File: config.mk
export PLATFORM = sky130hd
export DESIGN_NAME = aes_job_arbiter
export DESIGN_NICKNAME = d
export VERILOG_FILES = /design/src/rtl/aes_pkg.sv /design/src/rtl/aes_rr_arbiter.sv /design/src/rtl/aes_job_arbiter.sv
export SDC_FILE = /design/constraint.sdc
export NUM_CORES = 1
export LEC_CHECK = 0
export BUFFER_PORTS_ARGS = -buffer_cell sky130_fd_sc_hd__clkbuf_2
export CAP_MARGIN = 40
export CORE_MARGIN = 2
export CORE_UTILIZATION = 40
export CTS_BUF_LIST = sky130_fd_sc_hd__clkbuf_4
export CTS_CLUSTER_DIAMETER = 150
export DETAILED_ROUTE_END_ITERATION = 10
export GPL_TIMING_DRIVEN = 0
export PLACE_DENSITY = 0.66
export SKIP_LAST_GASP = 1
export SYNTH_ARGS = -nofsm -noshare
export SYNTH_HDL_FRONTEND = slang
export SYNTH_SLANG_ARGS = --single-unit
File: constraint.sdc
create_clock -name AJA_I_CLK -period 5.9 [get_ports AJA_I_CLK]
set_input_delay 1.77 -clock AJA_I_CLK [delete_from_list [all_inputs] [get_ports AJA_I_CLK]]
set_output_delay 1.77 -clock AJA_I_CLK [all_outputs]
set_load 0.05 [all_outputs]
File: src/rtl/aes_pkg.sv
// Shared definitions for the AES job arbiter: FSM encodings, requester
// count and per-mode key / data word counts.
package aes_pkg;

  localparam int unsigned AES_NREQ = 4;

  // FSM encodings
  localparam logic [2:0] ST_IDLE     = 3'd0;
  localparam logic [2:0] ST_ARB      = 3'd1;
  localparam logic [2:0] ST_KEY_LD   = 3'd2;
  localparam logic [2:0] ST_KEY_WAIT = 3'd3;
  localparam logic [2:0] ST_DATA_LD  = 3'd4;
  localparam logic [2:0] ST_RUN      = 3'd5;
  localparam logic [2:0] ST_RESULT   = 3'd6;

  // Key words to load for each 2-bit AES mode
  localparam logic [3:0] AES_KEY_WORDS_M0 = 4'd4;
  localparam logic [3:0] AES_KEY_WORDS_M1 = 4'd4;
  localparam logic [3:0] AES_KEY_WORDS_M2 = 4'd6;
  localparam logic [3:0] AES_KEY_WORDS_M3 = 4'd8;

  // Data words per job, and the ceiling of the word counter
  localparam logic [3:0] AES_DATA_WORDS = 4'd4;
  localparam logic [3:0] AES_CNT_MAX    = 4'd8;

  function automatic logic [3:0] key_words(input logic [1:0] mode);
    logic [3:0] n;
    case (mode)
      2'b00:   n = AES_KEY_WORDS_M0;
      2'b01:   n = AES_KEY_WORDS_M1;
      2'b10:   n = AES_KEY_WORDS_M2;
      default: n = AES_KEY_WORDS_M3;
    endcase
    return n;
  endfunction

  function automatic logic [1:0] onehot_idx(input logic [3:0] oh);
    logic [1:0] idx;
    idx = 2'd0;
    for (int i = 0; i < 4; i++) begin
      if (oh[i]) idx = 2'(i);
    end
    return idx;
  endfunction

endpackage

File: src/rtl/aes_rr_arbiter.sv
// Round-robin pick among 4 requesters: the search starts at ptr_i and
// wraps; the first active request found wins (one-hot, or zero if none).
module aes_rr_arbiter
  import aes_pkg::*;
(
  input  logic [AES_NREQ-1:0] req_i,
  input  logic [1:0]          ptr_i,
  output logic [AES_NREQ-1:0] gnt_o
);

  logic [1:0] idx;

  // Walk offsets from farthest to nearest so the nearest active request wins
  always_comb begin
    gnt_o = '0;
    idx   = ptr_i;
    for (int k = AES_NREQ - 1; k >= 0; k--) begin
      idx = ptr_i + 2'(k);
      if (req_i[idx]) gnt_o = 4'b0001 << idx;
    end
  end

endmodule

File: src/rtl/aes_job_arbiter.sv
// Arbitrates 4 requesters onto one AES core: grants a job, loads the key
// (skipped when the cached key already matches), loads 4 data words, starts
// the core, and hands the result back. Word handshake: a word moves on a
// rising edge where AJA_I_WORD_VLD and AJA_O_WORD_RDY are both high; RDY does
// not depend on VLD, and drops as soon as the phase has its last word.
module aes_job_arbiter
  import aes_pkg::*;
#(
  parameter int unsigned AJA_P_TIMEOUT = 255
) (
  input  logic       AJA_I_CLK,
  input  logic       AJA_I_RST,
  input  logic [3:0] AJA_I_REQ,
  input  logic [3:0] AJA_I_KEY_CHG,
  input  logic [7:0] AJA_I_MODE,
  input  logic [3:0] AJA_I_E_D,
  input  logic       AJA_I_WORD_VLD,
  output logic       AJA_O_WORD_RDY,
  output logic [3:0] AJA_O_GNT,
  output logic       AJA_O_D_K,
  output logic [1:0] AJA_O_AES_MODE,
  output logic       AJA_O_E_D,
  output logic [3:0] AJA_O_COUNT_IO,
  output logic       AJA_O_START,
  input  logic       AJA_I_KSA_DONE,
  input  logic       AJA_I_DATA_DONE,
  output logic       AJA_O_RESULT_VLD,
  input  logic       AJA_I_RESULT_ACK,
  output logic       AJA_O_ERR,
  output logic [2:0] AJA_O_STATE
);

  localparam int unsigned    WW        = $clog2(AJA_P_TIMEOUT + 1);
  localparam logic [WW-1:0]  WAIT_LAST = WW'(AJA_P_TIMEOUT - 1);
  localparam logic [WW-1:0]  WAIT_ONE  = WW'(1);

  logic [2:0]    state_q, state_d;
  logic [3:0]    gnt_q, gnt_d;
  logic [1:0]    owner_q, owner_d;
  logic [1:0]    mode_q, mode_d;
  logic          ed_q, ed_d;
  logic          kchg_q, kchg_d;
  logic [3:0]    cnt_q, cnt_d;
  logic [WW-1:0] wait_q, wait_d;
  logic [1:0]    ptr_q, ptr_d;
  logic          err_q, err_d;
  logic          cache_vld_q, cache_vld_d;
  logic [1:0]    cache_owner_q, cache_owner_d;
  logic [1:0]    cache_mode_q, cache_mode_d;
  logic          cache_ed_q, cache_ed_d;

  logic [3:0] win;
  logic [1:0] win_idx;
  logic [3:0] need;
  logic [3:0] cnt_inc;
  logic       word_rdy;
  logic       xfer;
  logic       owner_req;
  logic       wait_exp;
  logic       key_hit;

  aes_rr_arbiter u_rr (
    .req_i (AJA_I_REQ),
    .ptr_i (ptr_q),
    .gnt_o (win)
  );

  assign win_idx   = onehot_idx(win);
  assign need      = key_words(mode_q);
  assign cnt_inc   = (cnt_q == AES_CNT_MAX) ? cnt_q : cnt_q + 4'd1;
  assign owner_req = AJA_I_REQ[owner_q];
  assign wait_exp  = (wait_q == WAIT_LAST);
  assign key_hit   = cache_vld_q && (cache_owner_q == owner_q) && !kchg_q &&
                     (cache_mode_q == mode_q) && (cache_ed_q == ed_q);

  // Ready is purely state/count based so the requester never sees it depend on VLD
  always_comb begin
    word_rdy = 1'b0;
    if (state_q == ST_KEY_LD)  word_rdy = (cnt_q < need);
    if (state_q == ST_DATA_LD) word_rdy = (cnt_q < AES_DATA_WORDS);
  end

  assign xfer = AJA_I_WORD_VLD & word_rdy;

  // Job sequencing, key-cache bookkeeping and timeout handling
  always_comb begin
    state_d       = state_q;
    gnt_d         = gnt_q;
    owner_d       = owner_q;
    mode_d        = mode_q;
    ed_d          = ed_q;
    kchg_d        = kchg_q;
    cnt_d         = cnt_q;
    wait_d        = wait_q;
    ptr_d         = ptr_q;
    err_d         = 1'b0;
    cache_vld_d   = cache_vld_q;
    cache_owner_d = cache_owner_q;
    cache_mode_d  = cache_mode_q;
    cache_ed_d    = cache_ed_q;

    case (state_q)
      ST_IDLE: begin
        if (|AJA_I_REQ) begin
          // Grant is registered here so it is visible in the ARB cycle
          state_d = ST_ARB;
          gnt_d   = win;
          owner_d = win_idx;
          mode_d  = AJA_I_MODE[{win_idx, 1'b0} +: 2];
          ed_d    = AJA_I_E_D[win_idx];
          kchg_d  = AJA_I_KEY_CHG[win_idx];
          ptr_d   = win_idx + 2'd1;
          cnt_d   = 4'd0;
        end
      end

      ST_ARB: begin
        cnt_d   = 4'd0;
        state_d = key_hit ? ST_DATA_LD : ST_KEY_LD;
      end

      ST_KEY_LD: begin
        if (!owner_req) begin
          // Partial key in the core is unusable: forget the cached key
          state_d     = ST_IDLE;
          gnt_d       = 4'd0;
          cache_vld_d = 1'b0;
        end else if (xfer) begin
          cnt_d = cnt_inc;
          if (cnt_inc == need) begin
            state_d = ST_KEY_WAIT;
            wait_d  = '0;
          end
        end
      end

      ST_KEY_WAIT: begin
        if (AJA_I_KSA_DONE) begin
          cache_vld_d   = 1'b1;
          cache_owner_d = owner_q;
          cache_mode_d  = mode_q;
          cache_ed_d    = ed_q;
          cnt_d         = 4'd0;
          state_d       = ST_DATA_LD;
        end else if (wait_exp) begin
          err_d       = 1'b1;
          cache_vld_d = 1'b0;
          gnt_d       = 4'd0;
          state_d     = ST_IDLE;
        end else begin
          wait_d = wait_q + WAIT_ONE;
        end
      end

      ST_DATA_LD: begin
        if (!owner_req) begin
          state_d = ST_IDLE;
          gnt_d   = 4'd0;
        end else if (xfer) begin
          cnt_d = cnt_inc;
          if (cnt_inc == AES_DATA_WORDS) begin
            state_d = ST_RUN;
            wait_d  = '0;
          end
        end
      end

      ST_RUN: begin
        if (AJA_I_DATA_DONE) begin
          state_d = ST_RESULT;
        end else if (wait_exp) begin
          err_d       = 1'b1;
          cache_vld_d = 1'b0;
          gnt_d       = 4'd0;
          state_d     = ST_IDLE;
        end else begin
          wait_d = wait_q + WAIT_ONE;
        end
      end

      ST_RESULT: begin
        if (AJA_I_RESULT_ACK) begin
          gnt_d   = 4'd0;
          state_d = ST_IDLE;
        end
      end

      default: begin
        gnt_d   = 4'd0;
        state_d = ST_IDLE;
      end
    endcase
  end

  // State registers; reset aborts any job in flight immediately
  always_ff @(posedge AJA_I_CLK or negedge AJA_I_RST) begin
    if (!AJA_I_RST) begin
      state_q       <= ST_IDLE;
      gnt_q         <= 4'd0;
      owner_q       <= 2'd0;
      mode_q        <= 2'd0;
      ed_q          <= 1'b0;
      kchg_q        <= 1'b0;
      cnt_q         <= 4'd0;
      wait_q        <= '0;
      ptr_q         <= 2'd0;
      err_q         <= 1'b0;
      cache_vld_q   <= 1'b0;
      cache_owner_q <= 2'd0;
      cache_mode_q  <= 2'd0;
      cache_ed_q    <= 1'b0;
    end else begin
      state_q       <= state_d;
      gnt_q         <= gnt_d;
      owner_q       <= owner_d;
      mode_q        <= mode_d;
      ed_q          <= ed_d;
      kchg_q        <= kchg_d;
      cnt_q         <= cnt_d;
      wait_q        <= wait_d;
      ptr_q         <= ptr_d;
      err_q         <= err_d;
      cache_vld_q   <= cache_vld_d;
      cache_owner_q <= cache_owner_d;
      cache_mode_q  <= cache_mode_d;
      cache_ed_q    <= cache_ed_d;
    end
  end

  assign AJA_O_WORD_RDY   = word_rdy;
  assign AJA_O_GNT        = gnt_q;
  assign AJA_O_D_K        = (state_q == ST_DATA_LD) || (state_q == ST_RUN) ||
                            (state_q == ST_RESULT);
  assign AJA_O_AES_MODE   = mode_q;
  assign AJA_O_E_D        = ed_q;
  assign AJA_O_COUNT_IO   = cnt_q;
  assign AJA_O_START      = (state_q == ST_RUN);
  assign AJA_O_RESULT_VLD = (state_q == ST_RESULT);
  assign AJA_O_ERR        = err_q;
  assign AJA_O_STATE      = state_q;

endmodule
**After elaboration in Yosys (flattened, before gate mapping)**

Index checks and enable logic that the tools add are counted.
W data, S select, Z words.

- Word-level logic and storage cells: 160
- Input port bits: 26
- Flip-flop bits (word level): 34

- Reduce and logical (&&, ||, !) cells: 22
- Mux-type cells: 69
- Order comparisons: 8
- Add/sub/neg operators: 6
- Equal/unequal tests: 34
- Bitwise gates (word level): 2
- Shifts and indexed selects: 5

Operators with widths:

| kind | number |
|---|---|
| $mux W8 | 9 |
| $mux W4 | 15 |
| $mux W3 | 12 |
| $pmux W8 S4 | 1 |
| $pmux W4 S6 | 1 |
| $ne A2 B2 Y1 const B | 11 |
| $pmux W3 S7 | 1 |
| $lt A2 B3 Y1 const B | 6 |
| $mux W1 | 17 |
| $pmux W4 S4 | 1 |
| $shl A1 B2 Y4 const A | 4 |
| $bmux W1 S2 | 7 |
| $reduce_and A6 Y1 | 2 |
| $eq A3 B3 Y1 const B | 3 |
| $ne A3 B3 Y1 const B | 3 |
| $reduce_and A9 Y1 | 1 |
| $add A8 B1 Y8 const B | 1 |
| $eq A8 B8 Y1 const B | 1 |
| $ne A2 B1 Y1 const B | 4 |
| $pmux W4 S2 | 1 |
| $reduce_bool A4 Y1 | 2 |
| $shiftx A8 B4 Y2 | 1 |
| $eq A3 B2 Y1 const B | 2 |
| $reduce_and A5 Y1 | 1 |
| 29 further kinds | 39 |

**Longest topological paths before layout**

Gate-level depths: netlist of the first run.

- Depth in word-level cells: 12
- Gate-level depth with buffers: 9

**Cells and area by module**

A second synthesis of the first run with hierarchy kept.

- Cells, all modules: 320
- Area, all modules: 2,706.3 µm²

By module, submodules not included:

| module | times used | seq. area each (µm²) | cells an instance | area each (µm²) |
|---|---|---|---|---|
| aes_job_arbiter | 1 | 850.8 | 273 | 2,293.4 |
| aes_rr_arbiter | 1 | 0.0 | 47 | 412.9 |

**Worst setup path after synthesis of the first run**

No wires, ideal clock.

- Path type: reg-to-output
- From: reg state_q[2] (netlist: AJA_O_STATE[2])
- To: out AJA_O_WORD_RDY
- Arrival time: 2.537 ns
- Path buffers: 1
- Setup slack: 1.593 ns
- Cell stages (with the launch flop): 5
- Cell sequence: dfrtp_1 -> buf_2 -> nor3b_1 -> o31ai_1 -> nor3b_1

- Word-level cells in the longest chain between the ends: 3
- Elaborated cells between the ends (all ways): 4
- Classes of those cells: 2 x eq/ne; 2 x mux

Ends and longest elaborated chain:

| item | line | text |
|---|---|---|
| start: declaration | aes_job_arbiter.sv:37 | `logic [2:0] state_q, state_d;` |
| start signal: assignment | aes_job_arbiter.sv:213 | `state_q <= state_d;` |
| $eq A3 B2 Y1 | aes_job_arbiter.sv:79 | `if (state_q == ST_KEY_LD) word_rdy = (cnt_q < need);` |
| $mux W1 | aes_job_arbiter.sv:79 |  |
| $mux W1 (*) | aes_job_arbiter.sv:80 | `if (state_q == ST_DATA_LD) word_rdy = (cnt_q < AES_DATA_WORDS);` |
| end: declaration | aes_job_arbiter.sv:18 | `output logic AJA_O_WORD_RDY,` |

Mark *: on every way between the ends. The rest lies on a longest branch, timed or not.

**Final worst setup path of the first run**

Same ends and word-level chain as after synthesis.

==> results of run 1 <==
==> sequential cells by signal, indices dropped and copies added (netlist names) <==
name / count
AJA_O_AES_MODE: 2
AJA_O_COUNT_IO: 4
AJA_O_ERR: 1
AJA_O_E_D: 1
AJA_O_GNT: 4
AJA_O_STATE: 3
cache_ed_q: 1
cache_mode_q: 2
cache_owner_q: 2
cache_vld_q: 1
kchg_q: 1
owner_q: 2
ptr_q: 2
wait_q: 8
==> metrics by stage <==
step | setup WS (ns) | instances
6_report | 2.01 | 400
5_1_grt | 1.88 | 400
4_1_cts | 2.03 | 400
3_5_place_dp | 1.96 | 392
3_3_place_gp | 2.00 | 391
2_1_floorplan | 1.59 | 272
==> final cells by class <==
| type | count | area, sq um |
|---|---|---|
| clock buffer | 5 | 37.5 |
| fill | 588 | 3080 |
| buffer | 9 | 35.0 |
| inverter | 22 | 82.6 |
| tap | 75 | 93.8 |
| clock inverter | 3 | 11.3 |
| multi-input combinational | 207 | 1440 |
| sequential | 34 | 851 |
| timing repair buffer | 45 | 248 |
==> power breakdown <==
| part | internal [mW] | switching (mW) |
|---|---|---|
| Combinational | 0.344 | 0.617 |
| Sequential | 0.328 | 0.108 |
| Clock | 0.0425 | 0.0800 |
| Total | 0.715 | 0.805 |
==> how the worst min path moves through the flow <==
stage | from | end | slack [ns] | cells after the start
2_1_floorplan | kchg_q | kchg_q | 0.46 | 2
3_3_place_gp | cache_mode_q[1] | cache_mode_q[1] | 0.49 | 2
3_5_place_dp | cache_mode_q[1] | cache_mode_q[1] | 0.50 | 2
4_1_cts | cache_mode_q[1] | cache_mode_q[1] | 0.52 | 2
5_1_grt | AJA_O_GNT[1] | AJA_O_GNT[1] | 0.55 | 2
6_report | cache_mode_q[1] | cache_mode_q[1] | 0.52 | 2
==> cells in the final DEF (no fill, tap or decap), types with 7 or more instances in the layout <==
cell type / netlist / final
sky130_fd_sc_hd__a21oi_1: 15 / 15
sky130_fd_sc_hd__clkbuf_1: 8 / 8
sky130_fd_sc_hd__clkbuf_2: 0 / 44
sky130_fd_sc_hd__dfrtp_1: 34 / 34
sky130_fd_sc_hd__ha_1: 10 / 10
sky130_fd_sc_hd__inv_1: 22 / 22
sky130_fd_sc_hd__nand2_1: 26 / 26
sky130_fd_sc_hd__nand3_1: 8 / 8
sky130_fd_sc_hd__nand3b_1: 7 / 7
sky130_fd_sc_hd__nor2_1: 16 / 16
sky130_fd_sc_hd__o21ai_0: 18 / 18
sky130_fd_sc_hd__o22ai_1: 7 / 7
sky130_fd_sc_hd__o31ai_1: 8 / 8
==> kinds of logic after synthesis <==
group / count (synthesis)
xor gates and xnor gates: 8
and+or+nand+nor: 95
muxes: 13
adders and majority gates: 10
buffers and inverters: 31
DFF: 34
AOI/OAI and AO/OA: 81
==> layer usage <==
layer  wire (um)  vias up  track usage, %  share of wire, %
li1            -     1098               -                 -
met1        2680     1045            25.4                46
met5           0        -               0                 0
met4          87        0            5.00               1.5
met2        2690       72            31.3                47
met3         310       10            3.85               5.4
==> worst max-delay path: stages, from the launching register on <==
cell and delay, ns:
sky130_fd_sc_hd__dfrtp_1 0.42, sky130_fd_sc_hd__buf_2 0.19, sky130_fd_sc_hd__nor3b_1 0.17, sky130_fd_sc_hd__o31ai_1 0.41, sky130_fd_sc_hd__nor3b_1 0.28, sky130_fd_sc_hd__clkbuf_2 0.32
==> results list, run 1 <==
- The biggest area contributor in the post-synthesis netlist is sky130_fd_sc_hd__dfrtp_1.
- Measured in cells, the most critical reg-to-reg path has a length of 9.
* Post-route clock period utilization: 65.9%
* Mapped Nets: around 310
- Clock-pin slew was measured on the worst setup and hold paths at between 0.1 and 0.15 ns.
- Path category of the worst min-delay check: flop to flop
* Final core area utilization: 47.6%
- The number of antenna violations at the first check in global routing is 0.
- From synthesis to final layout, the design area changed by 16.2%.
- Number of rows in the core area: 28
- The floorplan step set the die width to 81.6 um.
- Dividing the detail-routed wire length by the instance count gives ~14 um.
- Die Height: 81.6 um
- Antenna diode instance count: 0
- In this run the worst setup path begins at AJA_O_STATE[2].
- Number of detailed-route iterations in the first pass: 4
- Peak clock frequency supported by timing: 257 MHz
- Across the run, the number of max-cap violations was 0.
- For the pin with the worst max-slew slack, the measured transition is 0.684 ns.
* Yosys reg bits: 34
- The synthesized design devotes to its leading area cell type 35.3% of total area.
- The final-report hold violation count was 0.
- Synth top area cells: sky130_fd_sc_hd__dfrtp_1 (35%), sky130_fd_sc_hd__ha_1 (5.2%), sky130_fd_sc_hd__mux4_2 (4.7%)
- For this design the static power due to leakage is around 1.2 nW.
* Placed inst area: 2750 sq um
- The endpoint identified for the worst register-to-register timing path is AJA_O_AES_MODE[1].
* Fraction of synthesis flops using an asynchronous set or reset pin: 100%
- In this run the count of I/O pins placed on the die edge is 45.
- Crit path time final: between 3 and 4 ns
* Main combinational cell family by area after synthesis: compound AO/OA/AOI/OAI gates
* Clock Tree Buf Depth: 2
* Starting density of the core: 41.0%
- Across every metal layer, demand over resource in global routing totals between 10% and 20%.
- Adder-Cell Fraction of Synth Area: 5.19%
* Final Setup Violations: 0
* Top-count cell post-synth: sky130_fd_sc_hd__dfrtp_1
- Counting instances in the post-synthesis netlist gives the leading cell types as sky130_fd_sc_hd__dfrtp_1 (34), sky130_fd_sc_hd__nand2_1 (26), sky130_fd_sc_hd__inv_1 (22), sky130_fd_sc_hd__o21ai_0 (18), sky130_fd_sc_hd__nor2_1 (16).
* Total power of the final layout: 1.52 mW
* Crit path arrival time: roughly 2.1 ns
* R2r setup slk: 2.82 ns
- Routed vias/inst: 5.56
* Crit path launch type: flop
* Simple-gate area share of the yosys netlist: 21.3%
- The final number of max-transition violations was 0.
- Deepest level of the CTS H-tree: 2
* Clock Root Buffer: sky130_fd_sc_hd__clkbuf_4
* Endpoint kind of the worst setup timing path: output port
* Start-to-end type of the worst setup path: flop to output port
- Number of synthesized flops with an enable pin: 0
* DRC marker count from the first detailed-route iteration: 213
- Input and output buffers added on the ports amount to 44.
* Complex-gate fraction of the synthesized area: between 20% and 30%
- Total setup buffers inserted after CTS: 0
- Global-route congestion overflow total: 0
* Worst slew margin: 54.1%
- The most critical setup path has its endpoint at AJA_O_WORD_RDY.
- The finished cells cover 2800 sq um.
- The routed design has 5760 um of wire.
- Worst r2r src: ptr_q[0]
- After floorplanning, the core was sized to cover 5890 sq um.
- CTS tree: yes
- Drc violations: 0
- Distinct cell type count of the synthesized netlist: 53
* CTS buffer count: 5
- The flow ran to the end, and the final reports show no timing, DRC or antenna violations.
- Final-layout setup total negative slack: 0 ns
- The number of hold buffers added after CTS was 0.
- Layout net count: 360
- In the synthesized netlist, mux cells make up 8.41% of the area.
* Wire length of the first global-routing pass: a little under 10000 um
* Number of warnings printed during yosys synthesis: 0
* Sequential-to-total area share from yosys stat: 35.3%
- Maximum number of pins on one net before global-route repair: 19
- VDD sags by at most 238 uV.
- Most used flip-flop cell after synthesis: sky130_fd_sc_hd__dfrtp_1
* Power density of the placed cells: around 540 nW/um^2
- Of the cells placed in the final design, the portion with a size suffix greater than 1 is 21.2%.
- The die covers 6660 sq um.
- RSZ-0062 raised after global routing: no
* Vias in the first global route: 2068
- At the later pin of the worst-skew pair, clock insertion delay measures 0.34 ns.
- Clock skew after layout: 0.00711 ns
- Number of antenna-violating nets in the routed design: 0
- Number of vias in the routed layout: 2225
* Final Wtd Congestion: 0.820
* PostCTS Resize Cnt: 0
- At the worst endpoint, the required time is 4.13 ns.
* Number of clock sinks: 34
* Hold slack final: ~0.52 ns
* Detailed placer's ending HPWL: roughly 4400 um
* Post-synthesis cell area: 2410 sq um
* Synthesized area divided by synthesized cell count: between 8 and 9 sq um
- In this run the worst path has a maximum fanout of 10.
- Of the total synthesized cell area, the portion taken by XOR and XNOR cells is 2.91%.
- Cells after synthesis: 272
(Power assumes the default switching activity.)
==> run 2: changes to the inputs <==
--- a/config.mk
+++ b/config.mk
@@ -13,7 +13,7 @@
 export CTS_CLUSTER_DIAMETER = 150
 export DETAILED_ROUTE_END_ITERATION = 10
 export GPL_TIMING_DRIVEN = 0
-export PLACE_DENSITY = 0.66
+export PLACE_DENSITY = 0.68
 export SKIP_LAST_GASP = 1
 export SYNTH_ARGS = -nofsm -noshare
 export SYNTH_HDL_FRONTEND = slang
==> constraint.sdc (replaced) <==
create_clock -name AJA_I_CLK -period 3.4 [get_ports AJA_I_CLK]
set_input_delay 1.02 -clock AJA_I_CLK [delete_from_list [all_inputs] [get_ports AJA_I_CLK]]
set_output_delay 1.02 -clock AJA_I_CLK [all_outputs]
set_load 0.05 [all_outputs]
==> results list, run 2 (synthesis gave the netlist of run 1 again) <==
* Post-route clock period utilization: 90.7%
* Layout net count: 360 (unchanged)
- Endpoint required time on the critical path: 2.38 ns (was 4.13 ns)
- The final number of max-transition violations was 0 (unchanged).
- The area growth from synthesis to layout came to 18.0% (was 16.2%).
* Footprint of the multi-input gates: 1450 sq um (was 1440 sq um)
- The hold buffer count at CTS came to 0 (unchanged).
- The sequential cell area was 851 sq um (unchanged).
- Transition at the pin with the smallest max-transition slack: 0.679 ns (was 0.684 ns)
- CTS buffer count: 5 (unchanged)
* Reg clk slew, reported paths: 0.12 ns (was 0.11 ns)
* PortBufs: 44 (unchanged)
- The power per cell area came to 967 nW/um^2 (was 543 nW/um^2).
- Number of clock sinks: 34 (unchanged)
- Static timing analysis puts the maximum clock frequency at 324 MHz.
* Final-layout setup total negative slack: 0 ns (unchanged)
- The final RePlAce weighted congestion was 0.854 (was 0.820).
* Non-Filler Cell Area, Final: 2840 sq um (was 2800 sq um)
* PostCTS Resize Cnt: 0 (unchanged)
- The final setup violation count came to 0 (unchanged).
* Initial antenna violation count: 0 (unchanged)
- GRT Util Overall: 19.3% (was 18.9%)
- DRC marker count from the first detailed-route iteration: 137 (was 213)
* RSZ-0062 raised after global routing: no (unchanged)
- The worst min-delay path class is flop to flop (unchanged).
- The per-cell routed wire length was 14.9 um (was 14.4 um).
* Start-to-end type of the worst setup path: flop to output port (unchanged)
- The slack of the worst reg-to-reg path is 0.47 ns (was 2.82 ns).
- Final-layout fill cell count: 608 (was 588)
* Drc violations: 0 (unchanged)
* Maximum fanout along the worst path: 10 (unchanged)
- Placed inst area: 2760 sq um (was 2750 sq um)
- The static power due to leakage is 1.21 nW (was 1.19 nW).
* Clock Tree Buf Depth: 2 (unchanged)
- Worst-Skew Late Latency: 0.35 ns (was 0.34 ns)
- Floorplan Core Area: 5890 sq um (unchanged)
* Wire length of the first global-routing pass: 9890 um (was 9780 um)
- Number of top-level design ports: 45 (unchanged)
- The number of inserted diodes is 0 (unchanged).
- The number of global-route vias before repair is 2109 (was 2068).
- Number of rows in the core area: 28 (unchanged)
* Largest register by flop count: wait_q (unchanged)
- Count of final hold-check violations: 0 (unchanged)
* Global-route congestion overflow total: 0 (unchanged)
- Maximum number of pins on one net before global-route repair: 20 (was 19)
- The cell at the root of the clock tree is sky130_fd_sc_hd__clkbuf_4 (unchanged).
- Max VDD drop: 451 uV (was 238 uV)
- The total half-perimeter wirelength after legalization and detailed placement came to 4500 um (was 4380 um).
* Leading cell type in the layout, fill and taps excluded: sky130_fd_sc_hd__clkbuf_2 (unchanged)
- Die Height: 81.6 um (unchanged)
- The detail-routed via count per cell came to 5.56 (unchanged).
* Starting density of the core: 41.0% (unchanged)
- The reported max-cap violation count came to 0 (unchanged).
- Result of the run: finished, final reports clean (unchanged).
- The total die area is 6660 sq um (unchanged).
- The layout cell share with drive strength beyond 1 came to 22.8% (was 21.2%).
- Top library cells by usage in the layout, fill and taps aside: sky130_fd_sc_hd__clkbuf_2 (44), sky130_fd_sc_hd__dfrtp_1 (34), sky130_fd_sc_hd__nand2_1 (26) (unchanged)
* Clock skew after layout: 0.00752 ns (was 0.00711 ns)
- The floorplan die width came to 81.6 um (unchanged).
* Deepest level of the CTS H-tree: 2 (unchanged)
- Crit path launch type: flop (unchanged)
- The number of flip-flops under the largest register name was 8 (unchanged).
- The clock tree from TritonCTS is yes (unchanged).
- Routed Wire Length: 5950 um (was 5760 um)
- Number of vias in the routed layout: 2225 (unchanged)
- The relative slew slack came to 54.3% (was 54.1%).
* Crit path arrival time: 2.06 ns (was 2.12 ns)
- The post-detailed-route count of antenna-violating nets was 0 (unchanged).
- Total setup buffers inserted after CTS: 0 (unchanged)
- Crit path time final: 3.08 ns
* Number of detailed-route iterations in the first pass: 4 (unchanged)
* Endpoint kind of the worst setup timing path: output port (unchanged)
==> run 2: where the power goes <==
part / internal (mW) / switching [mW] / total, mW
combinational: 0.602 / 1.08 / 1.68
sequential: 0.569 / 0.189 / 0.757
clock: 0.154 / 0.158 / 0.312
==> run 2: stage by stage <==
step                      worst slack, ns  util [%]  hold slack (ns)  total power, mW  instances
after floorplan                    0.0480         -            0.458             2.03        272
after global placement              0.197      46.4            0.489             2.41        391
after detailed placement            0.155      46.9            0.505             2.44        392
after CTS                           0.231      48.3            0.529             2.76        400
after global routing                0.137      48.3            0.542             2.97        400
final                               0.315      48.3            0.526             2.75        400
==> run 2: final cells by class <==
type	instances	share of cell area, %
Buffer	9	1.23
Clock buffer	5	1.32
Clock inverter	3	1.58
Inverter	22	2.90
Multi-Input combinational cell	207	51.0
Sequential cell	34	29.9
Tap cell	75	3.30
Timing Repair Buffer	45	8.71
==> run 2: path summary, 6_finish.rpt <==
kind	start	to	cells after the start
max in group asynchronous	AJA_I_RST	wait_q[7]	2
min in group asynchronous	AJA_I_RST	AJA_O_E_D	1
hold / removal	AJA_O_GNT[3]	AJA_O_GNT[3]	2
hold reg to reg	AJA_O_GNT[3]	AJA_O_GNT[3]	2
setup / recovery	AJA_O_STATE[2]	AJA_O_WORD_RDY	5
setup reg to reg	ptr_q[0]	AJA_O_AES_MODE[1]	9
==> run 2: worst max-delay path: stages, from the launching register on <==
cell	delay, ns
sky130_fd_sc_hd__dfrtp_1	0.42
sky130_fd_sc_hd__buf_2	0.18
sky130_fd_sc_hd__nor3b_1	0.17
sky130_fd_sc_hd__o31ai_1	0.41
sky130_fd_sc_hd__nor3b_2	0.24
sky130_fd_sc_hd__clkbuf_2	0.29
==> run 2: routing by layer <==
metal | vias to the layer above | track usage, % | share of wire [%]
met2 | 65 | 30.8 | 46
met3 | 13 | 3.96 | 4.7
met1 | 1050 | 25.9 | 47
li1 | 1097 | - | -
met4 | 0 | 7.33 | 2.4
met5 | - | 0 | 0
==> run 3: changes to the inputs <==
--- a/config.mk
+++ b/config.mk
@@ -13,7 +13,7 @@
 export CTS_CLUSTER_DIAMETER = 150
 export DETAILED_ROUTE_END_ITERATION = 10
 export GPL_TIMING_DRIVEN = 0
-export PLACE_DENSITY = 0.68
+export PLACE_DENSITY = 0.66
 export SKIP_LAST_GASP = 1
 export SYNTH_ARGS = -nofsm -noshare
 export SYNTH_HDL_FRONTEND = slang
==> constraint.sdc (replaced) <==
create_clock -name AJA_I_CLK -period 3.3 [get_ports AJA_I_CLK]
set_input_delay 0.99 -clock AJA_I_CLK [delete_from_list [all_inputs] [get_ports AJA_I_CLK]]
set_output_delay 0.99 -clock AJA_I_CLK [all_outputs]
set_load 0.05 [all_outputs]
==> results list, run 3 (synthesis gave the netlist of run 1 again) <==
* Deepest level of the CTS H-tree: 2 (unchanged)
- The overall via count from detail_route came to 2235 (was 2225).
* Layout net count: 360 (unchanged)
- The post-detailed-route count of antenna-violating nets came to 0 (unchanged).
* R2r setup slk: 0.40 ns (was 0.47 ns)
- The remaining routing DRC violations came to 0 (unchanged).
- The area growth from synthesis to layout was 16.6% (was 18.0%).
* Max VDD drop: 415 uV (was 451 uV)
- After layout, the minimum clock period comes to 3.05 ns.
- The start point of the worst hold path is cache_mode_q[1] (was AJA_O_GNT[3]).
* Number of top-level design ports: 45 (unchanged)
* Cell leakage power: 1.20 nW (was 1.21 nW)
* Overall die area: 6660 sq um (unchanged)
* Crit path launch type: flop (unchanged)
- Starting density of the core: 41.0% (unchanged)
* Path category of the worst min-delay check: flop to flop (unchanged)
* Final Wtd Congestion: 0.876 (was 0.854)
- Final-layout setup total negative slack: 0 ns (unchanged)
* Endpoint kind of the worst setup timing path: output port (unchanged)
- The final critical-path setup slack came to 0.246 ns (was 0.315 ns).
- The layout cell share with drive strength beyond 1 came to 21.8% (was 22.8%).
- The floorplan die width is 81.6 um (unchanged).
- The vertical extent of the die is 81.6 um (unchanged).
- The number of cell rows is 28 (unchanged).
- Vias in the first global route: 2082 (was 2109)
- PortBufs: 44 (unchanged)
- The reported max-cap violation count came to 0 (unchanged).
* Clock Root Buffer: sky130_fd_sc_hd__clkbuf_4 (unchanged)
- Result of the run: finished, final reports clean (unchanged)
* Routed Wire Length: 5850 um (was 5950 um)
- In the finished design, the share of the clock period the worst path needs comes to 92.5%.
* Start-to-end type of the worst setup path: flop to output port (unchanged)
* Global-route congestion overflow total: 0 (unchanged)
* PostCTS Resize Cnt: 0 (unchanged)
* Number of detailed-route iterations in the first pass: 4 (unchanged)
* Final-layout fill cell count: 600 (was 608)
- Routed vias/inst: 5.59 (was 5.56)
- The core box area was 5890 sq um (unchanged).
- The first-pass GRT wire length was 9760 um (was 9890 um).
* Reg clk slew, reported paths: 0.11 ns (was 0.12 ns)
- Crit path arrival time: 2.06 ns (about the same)
- Endpoint of the most critical register-to-register path: AJA_O_AES_MODE[1] (unchanged)
* DRC marker count from the first detailed-route iteration: 185 (was 137)
- Peak clock frequency supported by timing: 327 MHz
- The number of inserted diodes is 0 (unchanged).
* Clock skew after layout: 0.0143 ns (was 0.00752 ns)
- Endpoint required time on the critical path: 2.31 ns (was 2.38 ns)
* Capture endpoint of the worst hold path: cache_mode_q[1] (was AJA_O_GNT[3])
* Maximum number of pins on one net before global-route repair: 20 (unchanged)
- The number of antenna violations at the first check in global routing came to 0 (unchanged).
- GRT Util Overall: 18.8% (was 19.3%)
* Worst r2r src: ptr_q[0] (unchanged)
- Detailed placer's ending HPWL: 4500 um (about the same)
* Top library cells by usage in the layout, fill and taps aside: sky130_fd_sc_hd__clkbuf_2 (44), sky130_fd_sc_hd__dfrtp_1 (34), sky130_fd_sc_hd__nand2_1 (26) (unchanged)
* Hold-fix buffers, CTS: 0 (unchanged)
- CTS buffer count: 5 (unchanged)
* Number of clock sinks: 34 (unchanged)
* Clock Tree Buf Depth: 2 (unchanged)
- The most common library cell in the layout ignoring fill and taps is sky130_fd_sc_hd__clkbuf_2 (unchanged).
- CTS tree: yes (unchanged)
* Final number of max-transition violations: 0 (unchanged)
- The number of cells on the worst hold path came to 2 (unchanged).
- The largest fanout on the critical path is 10 (unchanged).
- Register cell area after layout: 851 sq um (unchanged)
* Final core area utilization: 47.7% (was 48.3%)
* Power density of the placed cells: 973 nW/um^2 (was 967 nW/um^2)
- Worst slew margin: 54.9% (was 54.3%)
* Worst-Skew Late Latency: 0.35 ns (about the same)
- Pre-CTS worst setup slack: 0.123 ns (was 0.155 ns)
- Footprint of the multi-input gates: 1450 sq um (unchanged)
- The per-cell routed wire length came to 14.6 um (was 14.9 um).
* Total setup buffers inserted after CTS: 0 (unchanged)
- Final Setup Violations: 0 (unchanged)
* R2r worst-path depth: 8 (was 9)
- RSZ-0062 raised after global routing: no (unchanged)
* Count of final hold-check violations: 0 (unchanged)
- The number of flip-flops under the largest register name was 8 (unchanged).
- The top register by number of flip-flops was wait_q (unchanged).
* Total power of the final layout: 2.73 mW (was 2.75 mW)
- Transition at the pin with the smallest max-transition slack: 0.670 ns (was 0.679 ns)
[run 3: cell types whose count changed in the layout (fill, tap and decap cells not counted), sizes merged]
cell      change
bufinv        -1
clkinvlp      -2
clkinv        +3
[run 3: final cells by class]
class                      instances  share of cell area, %
inverter                          22                   2.94
buffer                             9                   1.25
clock buffer                       5                   1.34
sequential                        34                   30.3
tap                               75                   3.34
clock inverter                     3                  0.401
timing repair buffer              45                   8.82
multi-input combinational        207                   51.6
[run 3: layer usage]
metal	vias up	track usage (%)	share of wire [%]
met5	-	0	0
met4	0	5.33	1.3
met3	7	3.85	5.6
met2	72	31.3	48
met1	1055	24.8	45
li1	1101	-	-
[run 3: how the worst max path moves through the flow]
| stage | startpoint | end | slack [ns] | cells after the start |
|---|---|---|---|---|
| 3_3_place_gp | AJA_I_REQ[1] | AJA_O_AES_MODE[0] | 0.12 | 8 |
| 5_1_grt | AJA_O_STATE[2] | AJA_O_WORD_RDY | 0.10 | 5 |
| 3_5_place_dp | AJA_I_REQ[1] | AJA_O_AES_MODE[0] | 0.12 | 8 |
| 2_1_floorplan | AJA_O_STATE[2] | AJA_O_WORD_RDY | 0.25 | 4 |
| 4_1_cts | ptr_q[0] | AJA_O_AES_MODE[0] | 0.19 | 9 |
| 6_report | AJA_O_STATE[2] | AJA_O_WORD_RDY | 0.25 | 5 |
[run 3: metrics by stage]
stage	hold slack [ns]	cell area, sq um	instances
3_5_place_dp	0.495	2760	392
4_1_cts	0.525	2810	400
3_3_place_gp	0.494	2730	391
2_1_floorplan	0.458	2420	272
5_1_grt	0.540	2810	400
6_report	0.520	2810	400
[run 3: worst max-delay path, stage by stage, from the launching register on]
cell and delay [ns]:
sky130_fd_sc_hd__dfrtp_1 0.42, sky130_fd_sc_hd__buf_2 0.18, sky130_fd_sc_hd__nor3b_1 0.17, sky130_fd_sc_hd__o31ai_1 0.42, sky130_fd_sc_hd__nor3b_2 0.23, sky130_fd_sc_hd__clkbuf_2 0.29
[run 3: power by group]
part,leakage [nW],internal [mW],total [mW],switching [mW]
Sequential,0.439,0.586,0.781,0.195
Combinational,0.732,0.620,1.73,1.11
Clock,0.0277,0.0760,0.224,0.148
